===== src/rtl/bsg_clk_downsample_multi.sv =====
// num_ch_p programmable clock dividers with double-buffered divide values; no backpressure.
// A disabled channel takes a new config the next cycle. A running channel takes it at its falling-edge terminal count. Optional BSG_CLK_DOWNSAMPLE_MULTI_EDGE_CNT_EN adds edge counters.
`ifndef BSG_SAFE_CLOG2
`define BSG_SAFE_CLOG2(x) (((x) == 1) ? 1 : $clog2(x))
`endif

module bsg_clk_downsample_multi #(
   parameter int num_ch_p = 4,
   parameter int width_p  = 8,
   parameter int lg_ch_lp = `BSG_SAFE_CLOG2(num_ch_p)
) (
   input  logic                  clk_i,
   input  logic                  reset_i,
   input  logic                  cfg_v_i,
   input  logic [lg_ch_lp-1:0]   cfg_ch_i,
   input  logic                  cfg_en_i,
   input  logic [width_p-1:0]    cfg_val_i,
   input  logic                  sync_i,
   output logic [num_ch_p-1:0]   pending_o,
   output logic [num_ch_p-1:0]   en_o,
   output logic [num_ch_p-1:0]   clk_r_o
`ifdef BSG_CLK_DOWNSAMPLE_MULTI_EDGE_CNT_EN
  ,output logic [num_ch_p*16-1:0] edge_cnt_o
`endif
);

   for (genvar g = 0; g < num_ch_p; g++) begin : g_ch
      logic [width_p-1:0] r_ctr, r_val, r_val_s;
      logic               r_en, r_en_s, r_clk, r_pend;
      logic               w_wr, w_tc, w_apply, w_en_nxt, w_rise;
      logic [width_p-1:0] w_val_nxt;

      assign w_wr = cfg_v_i && (cfg_ch_i == lg_ch_lp'(g));
      assign w_tc = (r_ctr == r_val);

      // Sync folds a same-cycle write straight into the applied config.
      assign w_apply   = sync_i ? (r_pend | w_wr)
                                : (r_pend & (~r_en | (w_tc & r_clk)));
      assign w_en_nxt  = (sync_i && w_wr) ? cfg_en_i  : r_en_s;
      assign w_val_nxt = (sync_i && w_wr) ? cfg_val_i : r_val_s;
      assign w_rise    = r_en & ~w_apply & ~sync_i & w_tc & ~r_clk;

      always_ff @(posedge clk_i) begin
         if (reset_i) begin
            r_ctr   <= '0;
            r_val   <= '0;
            r_val_s <= '0;
            r_en    <= 1'b0;
            r_en_s  <= 1'b0;
            r_clk   <= 1'b0;
            r_pend  <= 1'b0;
         end else begin
            if (w_wr) begin
               r_en_s  <= cfg_en_i;
               r_val_s <= cfg_val_i;
            end
            if (w_apply) begin
               r_en  <= w_en_nxt;
               r_val <= w_val_nxt;
            end
            if (sync_i || w_apply || !r_en) begin
               r_ctr <= '0;
               r_clk <= 1'b0;
            end else if (w_tc) begin
               r_ctr <= '0;
               r_clk <= ~r_clk;
            end else begin
               r_ctr <= r_ctr + 1'b1;
            end
            r_pend <= w_wr ? ~sync_i : (r_pend & ~w_apply);
         end
      end

      assign pending_o[g] = r_pend;
      assign en_o[g]      = r_en;
      assign clk_r_o[g]   = r_clk;

`ifdef BSG_CLK_DOWNSAMPLE_MULTI_EDGE_CNT_EN
      logic [15:0] r_ecnt;
      always_ff @(posedge clk_i) begin
         if (reset_i || sync_i) begin
            r_ecnt <= '0;
         end else if (w_rise) begin
            r_ecnt <= r_ecnt + 16'd1;
         end
      end
      assign edge_cnt_o[g*16 +: 16] = r_ecnt;
`else
      logic w_rise_unused;
      assign w_rise_unused = w_rise;
`endif
   end

endmodule

===== config.mk =====
export PLATFORM = sky130hd
export DESIGN_NAME = bsg_clk_downsample_multi
export DESIGN_NICKNAME = d
export VERILOG_FILES = /design/src/rtl/bsg_clk_downsample_multi.sv
export SDC_FILE = /design/constraint.sdc
export NUM_CORES = 1
export LEC_CHECK = 0
export BUFFER_PORTS_ARGS = -buffer_cell sky130_fd_sc_hd__buf_4
export CAP_MARGIN = 20
export CORE_ASPECT_RATIO = 0.6
export CORE_MARGIN = 2
export CORE_UTILIZATION = 27
export DETAILED_ROUTE_END_ITERATION = 10
export GPL_TIMING_DRIVEN = 0
export PLACE_DENSITY_LB_ADDON = 0.08
export REMOVE_ABC_BUFFERS = 1
export SYNTH_ARGS = -nofsm -noshare
export SYNTH_HDL_FRONTEND = slang
export SYNTH_SLANG_ARGS = --single-unit

===== constraint.sdc =====
create_clock -name clk_i -period 2 [get_ports clk_i]
set_input_delay 0 -clock clk_i [delete_from_list [all_inputs] [get_ports clk_i]]
set_output_delay 0 -clock clk_i [all_outputs]
set_load 0.05 [all_outputs]

# After elaboration in Yosys (flattened, before gate mapping)
# Cells that the tools add are included.
# totals
ff_bits	112
output_inout_bits	12
inputBits	15
elab_cells	117
# classes
mux	16
reduce_logical	29
eq_ne	7
n_bitwise	33
n_addsub	4
# ops
op	n
$add A8 B1 Y8 const B	4
$eq A8 B8 Y1	4
$mux W8	4
$not A1 Y1	13
$and A1 B1 Y1	12
$mux W1	12
$reduce_or A3 Y1	4
$logic_and A1 B1 Y1	8
$logic_or A1 B1 Y1	8
$or A1 B1 Y1	8
$reduce_or A2 Y1	4
$eq A2 B2 Y1 const B	2
$logic_not A1 Y1	4
$eq A2 B1 Y1 const B	1
$logic_not A2 Y1	1

# Logic depth before layout (Yosys ltp)
# Gate-level depths: netlist of run 1.
# depth
word_depth	8
mapped_depth	8
ltp_nobuf	5

# Worst setup path before layout of run 1
# OpenSTA, ideal clock, no wires.
# synth_path
path_type	register -> register
startpoint	register g_ch[0].r_ctr[4]
endpoint	register g_ch[0].r_val[6]
arrival_time_ps	1530
t_required_ps	1867
period_less_slack_ps	1664
path_stages_with_launch	7
path_buffers	1
slack_ps	336
setup_time_ps	133
path_cell_list	dfxtp_1 xor2_1 nor4_2 nand4_2 buf_4 a221oi_1 a311oi_1
# synth_between
elab_chain_len	5
# synth_rtl
item	line_no	text
start, declared	28	logic [width_p-1:0] r_ctr, r_val, r_val_s;
start signal, assigned	68	r_ctr <= r_ctr + 1'b1;
$eq A8 B8 Y1	34	assign w_tc = (r_ctr == r_val);
$and A1 B1 Y1	38	: (r_pend & (~r_en | (w_tc & r_clk)));
$or A1 B1 Y1	38	
$and A1 B1 Y1	38	
$mux W1	37	assign w_apply = sync_i ? (r_pend | w_wr)
end signal, assigned	59	r_val <= w_val_nxt;
end, declared	28	
# Every way passes these cells.
# A chain may end at the register's enable or synchronous reset.

# Worst setup path after layout of run 1
# layout_path
startpoint	register g_ch[0].r_ctr[4]
endpoint	register g_ch[0].r_val[0]
# The elaborated chain is that of the path after synthesis.

==> metrics.yaml, run 1 <==
logic_synthesis:
  async_flop_share_pct: 0
  synth-edff-count: 0
  synth_ff_type: "dfxtp_1"
  synthCells: 567
  synth_fa_ha_area_share_pct: 0.990
  synth_xor_area_share_pct: 10.4
  avgSynthCellArea_um2: 8.92
  ys_types: 33
  muxShareOfSynthArea_pct: 5.35
  yosys.area_share.simple_pct: 20.0
  synth_top_family_by_area: "simple AND/OR/NAND/NOR gates"
  synth-seq-area-share_pct: 44.3
  yosys_warnings: 0
  synth-compound-area-share_pct: 13.0
  synth_area_mm2: 0.00506
  yosys_register_bits: 112
critical_path:
  endpoint_kind: "flop"
  path_max_fanout: 17
  crit_type: "reg -> reg"
  crit_slowest_cell: "dfxtp_1"
  crit_required_ns: 2.19
  cp_cell_sequence: "xor2_1 > nor4_2 > nand4_4 > buf_12 > a221oi_1 > a311oi_1"
  cp-start-kind: "flop"
  arrival_ns: 2.03
  slowest_delay_ns: 0.43
clock_tree:
  cts_tree: "done"
  path_clk_slew_ns: 0.08
  clock-root-buffer: "clkbuf_16"
  clk_latency_ns: 0.35
  cts_buffers: 9
  cts_sinks: 112
  h-tree-depth: 3
  clk_path_buf_depth: 2
power_and_ir_drop:
  power_per_cell_area_mw_per_mm2: 786
  switchingPower_mw: 1.16
  p_total_mw: 4.55
  peakVddDrop_mv: 0.383
  clock_power_share_pct: 39.2
  p_sw_share_pct: 25.6
  p_comb_share_pct: 9.5
  p_int_mw: 3.38
  seqPwrFrac_pct: 51.3
  p_leak_nw: 2.37
detailed_routing:
  wl_per_cell_um: 15.1
  drtIter0Drc: 149
  vias_per_cell: 4.73
  ant_nets: 0
  routed_wl_um: 12400
  firstDrtPassIters: 4
  drc_errors: 0
  vias: 3880
placed_design:
  dp_slack_ns: -0.289
  hpwl_um: 8680
  postPlaceCellArea_mm2: 0.00532
  port_buffers: 26
  gp_congestion: 0.681
floorplanning:
  die_h_um: 110
  start_util_pct: 27.8
  die-width_um: 181
  dieArea_mm2: 0.0199
  core_mm2: 0.0182
  row_count: 38
  ios: 27
sta:
  fin_ws_ns: 0.161
  final-setup-viol-count: 0
  slew_headroom_pct: 45.6
  tightestPinTransition_ns: 0.816
  drv_slew: 0
  skew_ns: 0.0137
  period_share_pct: 92.0
  hold_viol_final: 0
  period_needed_ns: 1.84
  clock.fmax_mhz: 544
  rsz0062_at_grt: "false"
layout:
  area_growth_pct: 14.5
  nets: 594
  fin_util_pct: 31.8
  n_antenna_cell: 0
  final_area_mm2: 0.00579
  drive_above_1_share_pct: 10.7
global_route:
  grt_start_max_net_pins: 74
  grt_pass1_vias: 3860
  overflow: 0
  grt_pass1_wl_um: 20600
  antenna_found_initial: 0
  track_usage_pct: 13.1
status:
  outcome: "complete, no violations"
min_path:
  hold_path.class: "in -> reg"
run:
  drv_cap: 0
[cells in the mapped netlist (all sizes together) (4+ instances only)]
cell type / count / area share [%]
dfxtp: 112 / 44
nand2: 86 / 6.7
nor2: 50 / 3.7
xor2: 47 / 8.1
a21oi: 40 / 4.0
a221oi: 36 / 6.4
mux2i: 27 / 5.3
buf: 24 / 3.3
clkbuf: 18 / 1.3
inv: 18 / 1.3
and3: 16 / 2.0
nand3: 15 / 1.5
a311oi: 13 / 2.3
xnor2: 13 / 2.3
and2: 8 / 1.0
nor2b: 8 / 0.99
nor4: 8 / 1.2
nand4: 5 / 0.74
ha: 4 / 0.99
nor3: 4 / 0.40
o21ai: 4 / 0.40
or3: 4 / 0.49
[layout make-up]
cell class              count  area (um2)
clock inverters             5        38.8
fillers                  1939       12400
repair buffers             39         328
flip-flops and latches    112        2240
multi-input cells         395        2560
well taps                 240         300
clock buffers              11         253
inverters                  18        67.6
[cell families after synthesis]
family / count (synthesis)
AOI/OAI and AO/OA: 93
xor gates and xnor gates: 60
adders and majority gates: 4
buffers and inverters: 60
DFF: 112
muxes: 27
and+or+nand+nor: 211
[sequential cells by signal, indices dropped and copies added, names as in the netlist]
register / flops
g_ch.r_ctr: 32
g_ch.r_val: 32
g_ch.r_val_s: 32
g_ch.r_clk: 4
g_ch.r_en: 4
g_ch.r_en_s: 4
g_ch.r_pend: 4
[critical path, delay by kind of cell, from the launching register on]
family	cells	cell delay (ns)
DFF	1	0.43
buffers and inverters	1	0.18
AOI/OAI and AO/OA	2	0.39
and+or+nand+nor	2	0.57
xor gates and xnor gates	1	0.10
[layer usage]
metal / global-route usage, % / part of all wire, %
met1: 18.8 / 54
met5: 0 / 0
met3: 2.76 / 3.0
met4: 3.34 / 1.1
met2: 19.9 / 42
[power groups by stage]
stage	combinational, mW	sequential [mW]	clock (mW)
finish	0.432	2.33	1.78
global route	0.484	2.34	1.93
CTS	0.427	2.33	1.87
detailed placement	0.408	2.39	0
global placement	0.401	2.38	0
floorplan	0.229	2.40	0
[worst paths after layout]
path	start	to	slack (ns)	cells after the start
max reg2reg	g_ch[0].r_ctr[4]	g_ch[0].r_val[0]	0.16	6
min	cfg_ch_i[0]	g_ch[0].r_val_s[7]	0.09	4
min reg2reg	g_ch[1].r_val_s[2]	g_ch[1].r_val_s[2]	0.46	2
max	g_ch[0].r_ctr[4]	g_ch[0].r_val[0]	0.16	6
[cell usage in the layout, fill, tap and decap left out, drive strengths merged, types with 5 or more instances in the layout]
cell / instances
a311oi: 13
nor4: 8
dlygate4sd3: 9
dfxtp: 112
mux2i: 27
xor2: 47
a221oi: 36
and2: 8
xnor2: 13
nand4: 5
clkbuf: 11
nor2: 50
nor2b: 8
a21oi: 40
buf: 30
nand2: 86
inv: 19
nand3: 15
and3: 16
[per-stage QoR]
stage	hold WS [ns]	setup TNS, ns	cells
detailed placement	0.329	-6.78	791
global placement	0.321	-5.34	791
CTS	0.0731	0	819
floorplan	0.0662	0	525
finish	0.0866	0	820
global route	0.105	0	820
[repair_timing]
action,in CTS,in global routing
buffers inserted,3,1
hold endpoints to repair,36,0
endpoints found under the setup margin,35,28
gates resized for setup,3,5
hold buffers,9,0
pin swaps,3,1
(Power assumes the default switching activity.)
==> run 2: changes to the inputs <==
BUFFER_PORTS_ARGS = -buffer_cell sky130_fd_sc_hd__buf_2   (was -buffer_cell sky130_fd_sc_hd__buf_4)
==> run 2 against run 1 <==
Net effect:
- core utilization shrank 0.32 points
- combinational power shrank 1%
- total power shrank 0.94%
- cell area shrank 1.0%
- sequential share of layout area grew 0.40 points
- routed wire length shrank 2.5%
- maximum frequency shrank 1.8%
- clock power is essentially flat
- register-to-register slack lost 0.03 ns
- via count shrank 0.10%
- sequential power is essentially flat
- critical endpoint unchanged
==> metrics.yaml, run 2 (synthesis results as in run 1) <==
layout:
  final_cell_mix: "dfxtp_1 (112), nand2_1 (81), nor2_1 (50), xor2_1 (47), a21oi_1 (40)"
  drive_above_1_share_pct: 10.7  # -0.018 points
  nets: 595  # +0.17%
  n_fill_cell: 1956  # +0.88%
  final_cells: 821  # +0.12%
  n_antenna_cell: 0  # unchanged
  final_common_cell: "dfxtp_1"
  final_area_mm2: 0.00573  # -1.0%
  multi_input_area_mm2: 0.00257  # +0.34%
  top_regs: "g_ch.r_ctr x32, g_ch.r_val x32, g_ch.r_val_s x32"
  regArea_mm2: 0.00224  # unchanged
  fin_util_pct: 31.5  # -0.32 points
  area_growth_pct: 13.3
global_route:
  overflow: 0  # unchanged
  antenna_found_initial: 0  # unchanged
  grt_start_max_net_pins: 45  # -39%
  track_usage_pct: 12.8  # -0.32 points
  grt_pass1_wl_um: 20100  # -2.6%
  grt_pass1_vias: 3781  # -2.0%
critical_path:
  arrival_ns: 2.09  # +0.06 ns
  endpoint_kind: "flop"
  cp-start-kind: "flop"
  crit_required_ns: 2.22  # +0.03 ns
  path_max_fanout: 17  # unchanged
  crit_type: "reg -> reg"
detailed_routing:
  wl_per_cell_um: 14.7  # -2.6%
  ant_nets: 0  # unchanged
  vias_per_cell: 4.72  # -0.22%
  drc_errors: 0  # unchanged
  drtIter0Drc: 141  # -5.4%
  vias: 3876  # -0.10%
  routed_wl_um: 12100  # -2.5%
  firstDrtPassIters: 4  # unchanged
power_and_ir_drop:
  p_int_mw: 3.32  # -1.9%
  clock_power_share_pct: 38.8  # -0.4 points
  peakVddDrop_mv: 0.402  # +4.8%
  switchingPower_mw: 1.18  # +1.8%
  p_sw_share_pct: 26.3  # +0.71 points
  p_comb_share_pct: 9.5  # about the same
  power_per_cell_area_mw_per_mm2: 786  # about the same
  seqPwrFrac_pct: 51.8  # +0.5 points
  p_leak_nw: 2.36  # -0.50%
placed_design:
  hpwl_um: 8580  # -1.2%
  dp_slack_ns: -0.255  # +0.0335 ns
  port_buffers: 26  # unchanged
  dp.cells: 792  # +0.13%
  gp_congestion: 0.700  # +2.7%
  postPlaceCellArea_mm2: 0.00527  # -0.85%
sta:
  final-setup-viol-count: 0  # unchanged
  tightestPinTransition_ns: 0.808  # -0.00816 ns
  fin_ws_ns: 0.127  # -0.0331 ns
  skew_ns: 0.00837  # -0.00536 ns
  clock.fmax_mhz: 534  # -1.8%
  slew_headroom_pct: 46.1  # +0.49 points
  rsz0062_at_grt: "true"
  drv_slew: 0  # unchanged
  period_needed_ns: 1.87  # +0.0331 ns
  period_share_pct: 93.6  # +1.7 points
  hold_viol_final: 0  # unchanged
  tns_ns: 0  # unchanged
clock_tree:
  cts_buffers: 9  # unchanged
  h-tree-depth: 3  # unchanged
  cts_tree: "done"
  clock-root-buffer: "clkbuf_16"
  path_clk_slew_ns: 0.08  # about the same
  clk_latency_ns: 0.35  # about the same
  cts_sinks: 112  # unchanged
  clk_path_buf_depth: 2  # unchanged
min_path:
  hold_path.class: "in -> reg"
floorplanning:
  dieArea_mm2: 0.0199  # unchanged
  start_util_pct: 27.8  # unchanged
  die_h_um: 110  # unchanged
  ios: 27  # unchanged
  core_mm2: 0.0182  # unchanged
  die-width_um: 181  # unchanged
  row_count: 38  # unchanged
run:
  drv_cap: 0  # unchanged
status:
  outcome: "complete, no violations"
==> run 2: cell count changes in the layout (fill, tap and decap cells not counted), sizes merged <==
cell      delta
clkbuf       -1
clkinv       -1
clkinvlp     +1
buf          +1
inv          +1
==> run 2: layout make-up <==
| type | instances | share of cell area (%) |
|---|---|---|
| clock buffers | 10 | 4.00 |
| well taps | 240 | 5.24 |
| flip-flops and latches | 112 | 39.1 |
| multi-input cells | 395 | 44.8 |
| clock inverters | 6 | 0.917 |
| repair buffers | 40 | 4.72 |
| inverters | 18 | 1.18 |
==> run 2: repair_timing <==
item / CTS / global route
endpoints found under the hold margin: 28 / 0
gates resized for setup: 3 / 6
pin swaps: 3 / 0
buffers inserted: 4 / 0
endpoints found under the setup margin: 35 / 25
hold buffers: 9 / 0
==> run 2: final timing paths <==
kind | start | depth (start not counted) | slack (ns) | end
worst max-delay path | g_ch[0].r_val[7] | 5 | 0.13 | g_ch[0].r_val[0]
worst min-delay path | reset_i | 2 | 0.15 | g_ch[3].r_val_s[5]
worst min register to register | g_ch[3].r_val_s[5] | 2 | 0.46 | g_ch[3].r_val_s[5]
worst max register to register | g_ch[0].r_val[7] | 5 | 0.13 | g_ch[0].r_val[0]
==> run 2: per-stage QoR <==
| stage | total power [mW] | hold WS [ns] |
|---|---|---|
| 3_3_place_gp | 2.77 | 0.352 |
| 3_5_place_dp | 2.79 | 0.361 |
| 6_report | 4.50 | 0.154 |
| 4_1_cts | 4.58 | 0.145 |
| 5_1_grt | 4.73 | 0.171 |
| 2_1_floorplan | 2.63 | 0.0662 |
==> run 2: power groups by stage <==
stage	Combinational, mW	Sequential (mW)	Clock (mW)
after floorplan	0.229	2.40	0
after global placement	0.391	2.38	0
after detailed placement	0.401	2.38	0
after CTS	0.419	2.33	1.82
after global routing	0.477	2.34	1.91
final	0.426	2.33	1.75
==> run 2: routing by layer <==
metal,track usage (%),part of all wire (%)
met5,0,0
met4,2.59,0.61
met3,2.69,2.6
met2,19.4,41
met1,18.6,56
==> run 2: worst max-delay path, cell delays in order, from the launching register on <==
cell and delay (ns):
dfxtp_1 0.33, xor2_1 0.20, nor4_4 0.42, nand4_4 0.31
a221oi_1 0.39, a311oi_1 0.08
